==> src/rtl/alu_cmd_master_if.sv <==
// Signal bundle between alu_cmd_master, its request producer, the shared ALU bus and the response consumer.
// The master modport is the alu_cmd_master view; slave is the environment view.
interface alu_cmd_master_if;
   logic       req_valid;
   logic       req_ready;
   logic [3:0] req_cmd;
   logic [3:0] req_a;
   logic [3:0] req_b;

   logic [3:0] alu_a;
   logic [3:0] alu_b;
   logic [3:0] alu_cmd;
   logic       alu_oe;
   logic [7:0] alu_out;

   logic       rsp_valid;
   logic       rsp_ready;
   logic [7:0] rsp_data;
   logic [3:0] rsp_cmd;
   logic       rsp_err;

   modport master (
      input  req_valid, req_cmd, req_a, req_b, alu_out, rsp_ready,
      output req_ready, alu_a, alu_b, alu_cmd, alu_oe, rsp_valid, rsp_data, rsp_cmd, rsp_err
   );

   modport slave (
      output req_valid, req_cmd, req_a, req_b, alu_out, rsp_ready,
      input  req_ready, alu_a, alu_b, alu_cmd, alu_oe, rsp_valid, rsp_data, rsp_cmd, rsp_err
   );
endinterface

==> src/rtl/alu_cmd_master.sv <==
// Queues ALU requests, drives one at a time onto the ALU bus for SETTLE cycles, returns the captured result.
// Latency SETTLE+2 cycles from accept to rsp_valid (2 for divide-by-zero); req_ready drops when the FIFO is full.
module alu_cmd_master #(
   parameter int DEPTH  = 4,
   parameter int SETTLE = 2
) (
   input  logic                    clk,
   input  logic                    rst_n,
   alu_cmd_master_if.master        bus,
   output logic [15:0]             op_count
);

   localparam int         AW      = (DEPTH > 1) ? $clog2(DEPTH) : 1;
   localparam int         CW      = (SETTLE > 1) ? $clog2(SETTLE) : 1;
   localparam logic [3:0] CMD_DIV = 4'b0110;

   typedef struct packed {
      logic [3:0] cmd;
      logic [3:0] a;
      logic [3:0] b;
   } req_t;

   typedef enum logic [1:0] {IDLE, DRIVE, RESP} state_t;

   req_t          mem [DEPTH];
   logic [AW-1:0] wr_ptr;
   logic [AW-1:0] rd_ptr;
   logic          fifo_full;
   logic          fifo_empty;
   logic          push;
   logic          pop;
   req_t          head;
   logic          div_zero;

   state_t        state;
   state_t        state_nxt;
   logic [CW-1:0] settle_cnt;
   logic          last_drive;
   logic          alu_oe;
   logic          rsp_valid;

   logic [3:0]    alu_a_q;
   logic [3:0]    alu_b_q;
   logic [3:0]    alu_cmd_q;
   logic [7:0]    rsp_data_q;
   logic [3:0]    rsp_cmd_q;
   logic          rsp_err_q;
   logic [15:0]   op_count_q;

   assign bus.req_ready = rst_n && !fifo_full;
   assign push          = bus.req_valid && bus.req_ready;
   assign head          = mem[rd_ptr];
   assign div_zero      = (head.cmd == CMD_DIV) && (head.b == 4'd0);
   assign last_drive    = (settle_cnt == CW'(SETTLE - 1));

   always_comb begin
      state_nxt = state;
      pop       = 1'b0;
      alu_oe    = 1'b0;
      rsp_valid = 1'b0;
      unique case (state)
         IDLE: begin
            if (!fifo_empty) begin
               pop       = 1'b1;
               state_nxt = div_zero ? RESP : DRIVE;
            end
         end
         DRIVE: begin
            alu_oe = 1'b1;
            if (last_drive) state_nxt = RESP;
         end
         RESP: begin
            rsp_valid = 1'b1;
            if (bus.rsp_ready) state_nxt = IDLE;
         end
         default: state_nxt = IDLE;
      endcase
   end

   always_ff @(posedge clk) begin
      if (!rst_n) begin
         state      <= IDLE;
         wr_ptr     <= '0;
         rd_ptr     <= '0;
         fifo_full  <= 1'b0;
         fifo_empty <= 1'b1;
         settle_cnt <= '0;
         alu_a_q    <= 4'd0;
         alu_b_q    <= 4'd0;
         alu_cmd_q  <= 4'd0;
         rsp_data_q <= 8'd0;
         rsp_cmd_q  <= 4'd0;
         rsp_err_q  <= 1'b0;
         op_count_q <= 16'd0;
      end else begin
         state <= state_nxt;
         if (push) wr_ptr <= wr_ptr + AW'(1);
         if (pop)  rd_ptr <= rd_ptr + AW'(1);
         // Simultaneous push and pop leaves the occupancy, and so both flags, unchanged.
         if (push && !pop) begin
            fifo_empty <= 1'b0;
            fifo_full  <= ((wr_ptr + AW'(1)) == rd_ptr);
         end else if (pop && !push) begin
            fifo_full  <= 1'b0;
            fifo_empty <= ((rd_ptr + AW'(1)) == wr_ptr);
         end

         if (pop) begin
            rsp_cmd_q  <= head.cmd;
            settle_cnt <= '0;
            if (div_zero) begin
               rsp_data_q <= 8'hFF;
               rsp_err_q  <= 1'b1;
            end else begin
               // The ALU bus registers only change for operations that actually drive it.
               alu_a_q   <= head.a;
               alu_b_q   <= head.b;
               alu_cmd_q <= head.cmd;
            end
         end

         if (state == DRIVE) begin
            settle_cnt <= settle_cnt + CW'(1);
            if (last_drive) begin
               rsp_data_q <= bus.alu_out;
               rsp_err_q  <= 1'b0;
            end
         end

         if (rsp_valid && bus.rsp_ready) op_count_q <= op_count_q + 16'd1;
      end
   end

   always_ff @(posedge clk) begin
      if (push) mem[wr_ptr] <= {bus.req_cmd, bus.req_a, bus.req_b};
   end

   assign bus.alu_a     = alu_a_q;
   assign bus.alu_b     = alu_b_q;
   assign bus.alu_cmd   = alu_cmd_q;
   assign bus.alu_oe    = alu_oe;
   assign bus.rsp_valid = rsp_valid;
   assign bus.rsp_data  = rsp_data_q;
   assign bus.rsp_cmd   = rsp_cmd_q;
   assign bus.rsp_err   = rsp_err_q;
   assign op_count      = op_count_q;

endmodule

==> src/flat_wrapper.sv <==
// flat-port wrapper written by rule: the top's interface ports become plain ports
module alu_cmd_master_flat 
#(
   parameter int DEPTH  = 4,
   parameter int SETTLE = 2
)
  (clk, rst_n, op_count, bus_req_valid, bus_req_cmd, bus_req_a, bus_req_b, bus_alu_out, bus_rsp_ready, bus_req_ready, bus_alu_a, bus_alu_b, bus_alu_cmd, bus_alu_oe, bus_rsp_valid, bus_rsp_data, bus_rsp_cmd, bus_rsp_err);
  alu_cmd_master_if bus_i ();
  input  logic clk;
  input  logic rst_n;
  output logic [15:0] op_count;
  input wire logic [$bits(bus_i.req_valid)-1:0] bus_req_valid;
  input wire logic [$bits(bus_i.req_cmd)-1:0] bus_req_cmd;
  input wire logic [$bits(bus_i.req_a)-1:0] bus_req_a;
  input wire logic [$bits(bus_i.req_b)-1:0] bus_req_b;
  input wire logic [$bits(bus_i.alu_out)-1:0] bus_alu_out;
  input wire logic [$bits(bus_i.rsp_ready)-1:0] bus_rsp_ready;
  output wire logic [$bits(bus_i.req_ready)-1:0] bus_req_ready;
  output wire logic [$bits(bus_i.alu_a)-1:0] bus_alu_a;
  output wire logic [$bits(bus_i.alu_b)-1:0] bus_alu_b;
  output wire logic [$bits(bus_i.alu_cmd)-1:0] bus_alu_cmd;
  output wire logic [$bits(bus_i.alu_oe)-1:0] bus_alu_oe;
  output wire logic [$bits(bus_i.rsp_valid)-1:0] bus_rsp_valid;
  output wire logic [$bits(bus_i.rsp_data)-1:0] bus_rsp_data;
  output wire logic [$bits(bus_i.rsp_cmd)-1:0] bus_rsp_cmd;
  output wire logic [$bits(bus_i.rsp_err)-1:0] bus_rsp_err;
  assign bus_i.req_valid = bus_req_valid;
  assign bus_i.req_cmd = bus_req_cmd;
  assign bus_i.req_a = bus_req_a;
  assign bus_i.req_b = bus_req_b;
  assign bus_i.alu_out = bus_alu_out;
  assign bus_i.rsp_ready = bus_rsp_ready;
  assign bus_req_ready = bus_i.req_ready;
  assign bus_alu_a = bus_i.alu_a;
  assign bus_alu_b = bus_i.alu_b;
  assign bus_alu_cmd = bus_i.alu_cmd;
  assign bus_alu_oe = bus_i.alu_oe;
  assign bus_rsp_valid = bus_i.rsp_valid;
  assign bus_rsp_data = bus_i.rsp_data;
  assign bus_rsp_cmd = bus_i.rsp_cmd;
  assign bus_rsp_err = bus_i.rsp_err;
  alu_cmd_master #(.DEPTH(DEPTH), .SETTLE(SETTLE)) u_core (.clk(clk), .rst_n(rst_n), .bus(bus_i), .op_count(op_count));
endmodule
==> config.mk <==
export PLATFORM = sky130hd
export DESIGN_NAME = alu_cmd_master_flat
export DESIGN_NICKNAME = d
export VERILOG_FILES = /design/src/rtl/alu_cmd_master_if.sv /design/src/rtl/alu_cmd_master.sv /design/src/flat_wrapper.sv
export SDC_FILE = /design/constraint.sdc
export NUM_CORES = 1
export LEC_CHECK = 0
export ABC_AREA = 1
export CORE_ASPECT_RATIO = 0.7
export CORE_UTILIZATION = 55
export DETAILED_ROUTE_END_ITERATION = 8
export PLACE_DENSITY = 0.83
export SLEW_MARGIN = 20
export SYNTH_ARGS = -nofsm -noshare
export SYNTH_HDL_FRONTEND = slang
export SYNTH_SLANG_ARGS = --single-unit
==> constraint.sdc <==
create_clock -name clk -period 3.6 [get_ports clk]
set_clock_uncertainty 0.05 [all_clocks]
set_input_delay 0.72 -clock clk [delete_from_list [all_inputs] [get_ports clk]]
set_output_delay 0.72 -clock clk [all_outputs]
set_load 0.02 [all_outputs]
==> flow_summary.yaml <==
grt:
  grt_overflow: 0
  antenna_found_initial: 0
  grt_pass1_wl_um: 13610
  grt_max_degree: 39
  grt_pass1_vias: 2954
  grt_usage_pct: 22.60
run_status:
  status: "completed"
yosys:
  synthArstFlopShare_pct: 0
  synth_mux_area_share_pct: 0.4790
  yosys.area.top_type_share_pct: 34.49
  ys_ff_latch: 100
  synth_adder_area_share_pct: 1.796
  synthCells: 460
  yosys.area_share.simple_pct: 19.88
  ys_warn_count: 0
  synth_area_um2: 4179
  synth_compound_area_share_pct: 9.132
  synth_ff_type: "dfxtp_1"
  synth_area_leaders: "edfxtp_1, dfxtp_1, nand2_1"
  synth_cell_types: 31
  syn_area_per_cell_um2: 9.085
  synth_edf_count: 48
  synth_xor_area_share_pct: 1.048
  yosysTopAreaCell: "edfxtp_1"
  ys_seq_area_share_pct: 59.40
  syn_nets: 490
  synth_top_family_by_area: "simple AND/OR/NAND/NOR gates"
timing:
  relSlewSlack_pct: 63.81
  post-route-min-period_ps: 2981
  drv_slew: 0
  fmax_mhz: 335.5
  rsz0062_at_grt: "false"
  finalWorstSetupSlack_ps: 619.4
  holdWs_ps: 402.3
  period_share_pct: 82.79
  fin_tns_setup_ps: 0
  worstMarginPinSlew_ps: 542.1
  setup-violations-final: 0
  hold_viol: 0
layout:
  fin_nets: 560
  multiInputGateArea_um2: 1351
  regArea_um2: 2482
  drive_gt1_share_pct: 5.794
  mostFrequentLayoutCells: "nand2_1, clkdlybuf4s50_1, inv_1"
  syn_to_final_growth_pct: 22.84
  antennaDiodeCount: 0
  fillCellCount: 579
  utilization_pct: 70.14
  final_common_cell: "nand2_1"
clock_tree:
  clock_latency_ps: 370
  post_cts_buffers: 0
  cts.clk_slew.worst_paths_ps: 100
  ctsHoldBuffers: 0
  root_buffer: "clkbuf_8"
  tritoncts: "built"
  cts_max_path_buffers: 2
  post_cts_resized: 0
  cts-buffers-inserted: 9
  htree_levels: 3
  cts_sinks: 100
route:
  via_per_inst: 4.954
  vias: 3136
  initialDrtViolationCount: 129
  wl_um: 8408
  antenna_left: 0
  drc: 0
  wl_per_cell_um: 13.28
  drt_first_pass_iters: 4
power:
  vdd_ir_drop_max_mv: 0.2819
  power_mw: 2.815
  power_density_nw_per_um2: 548.4
  p_leak_nw: 2.047
floorplanning:
  die_area_um2: 7956
  fp-row-count: 26
  start_util_pct: 57.09
  io_pins: 68
  dieWidth_um: 106.2
  die_y_um: 74.93
  core-area_um2: 7320
run:
  maxCapViolCount: 0
critical_path:
  path_class: "in2out"
  endpoint_kind: "output port"
  critPathArrivalTime_ps: 2210
  ff2ff_setup_slack_ps: 1660
  start_kind: "primary input"
  worstPathRequired_ps: 2830
  crit_fanout: 13
placement:
  post-dp-hpwl_um: 5695
  pre_cts_slack_ps: 613.7
  place.gp.congestion: 0.7937
  port_buffers: 67
min_path:
  hold_path.class: "reg2reg"
[through the flow]
| stage | std cells | area [µm²] |
|---|---|---|
| CTS | 633 | 5134 |
| finish | 633 | 5134 |
| global route | 633 | 5134 |
| floorplan | 460 | 4179 |
| global placement | 617 | 4930 |
| detailed placement | 617 | 4930 |
[per-layer routing]
layer / up-vias / track usage (%) / share of wire, % / wire length (µm)
li1: 1626 / - / - / -
met1: 1422 / 29.23 / 46 / 3878
met2: 81 / 38.53 / 48 / 4028
met3: 7 / 5.887 / 5.1 / 427
met4: 0 / 6.173 / 0.88 / 74
met5: - / 0 / 0 / 0
[layout make-up]
class	instances	area share, %
Timing Repair Buffer	74	14.09
Clock inverter	7	1.560
Multi-Input combinational cell	279	26.32
Inverter	66	4.874
Sequential cell	100	48.35
Tap cell	98	2.389
Clock buffer	9	2.413
[sequential cells by signal, summed over array words and instances, names as in the netlist, named ones only]
register and flops:
u_core.bus.rsp_err 1, u_core.state 2, u_core.mem 48, u_core.wr_ptr 2, u_core.fifo_full 1, u_core.bus.alu_cmd 4
u_core.bus.rsp_data 8, u_core.op_count 16, u_core.rd_ptr 2, u_core.bus.alu_a 4, u_core.fifo_empty 1, u_core.bus.rsp_cmd 4
u_core.bus.alu_b 4, u_core.last_drive 1
[worst paths after layout]
kind | from | to | cells after the start
setup reg to reg | flip-flop | u_core.bus.alu_b[1] | 10
setup / recovery | rst_n | bus_req_ready | 4
hold reg to reg | u_core.bus.rsp_err | u_core.bus.rsp_err | 2
hold / removal | u_core.bus.rsp_err | u_core.bus.rsp_err | 2
[critical path: stages]
cell	delay [ps]
clkdlybuf4s50_1	470
inv_1	190
nor2_1	200
clkdlybuf4s50_1	630
[power breakdown]
group / total (mW) / internal [mW] / switching, mW
combinational: 0.728 / 0.290 / 0.438
sequential: 1.35 / 1.29 / 0.0659
clock: 0.734 / 0.333 / 0.402
total: 2.82 / 1.91 / 0.906
[cell families after synthesis]
family / after synthesis
AO/OA/AOI/OAI: 73
multiplexers: 2
XOR/XNOR: 5
AND/OR/NAND/NOR: 193
adder cells (fa/ha/maj): 6
flip-flops: 100
buffers and inverters: 81
[cells in the mapped netlist (4+ instances only)]
cell type / count
a21oi_1: 33
buf_2: 4
buf_6: 4
clkbuf_1: 6
dfxtp_1: 52
edfxtp_1: 48
ha_1: 6
inv_1: 64
nand2_1: 96
nand3_1: 26
nand3b_1: 4
nor2_1: 53
nor3_1: 4
o21ai_0: 31
o22ai_1: 4
xor2_1: 4
No activity file was read; power rests on OpenSTA's default activity.
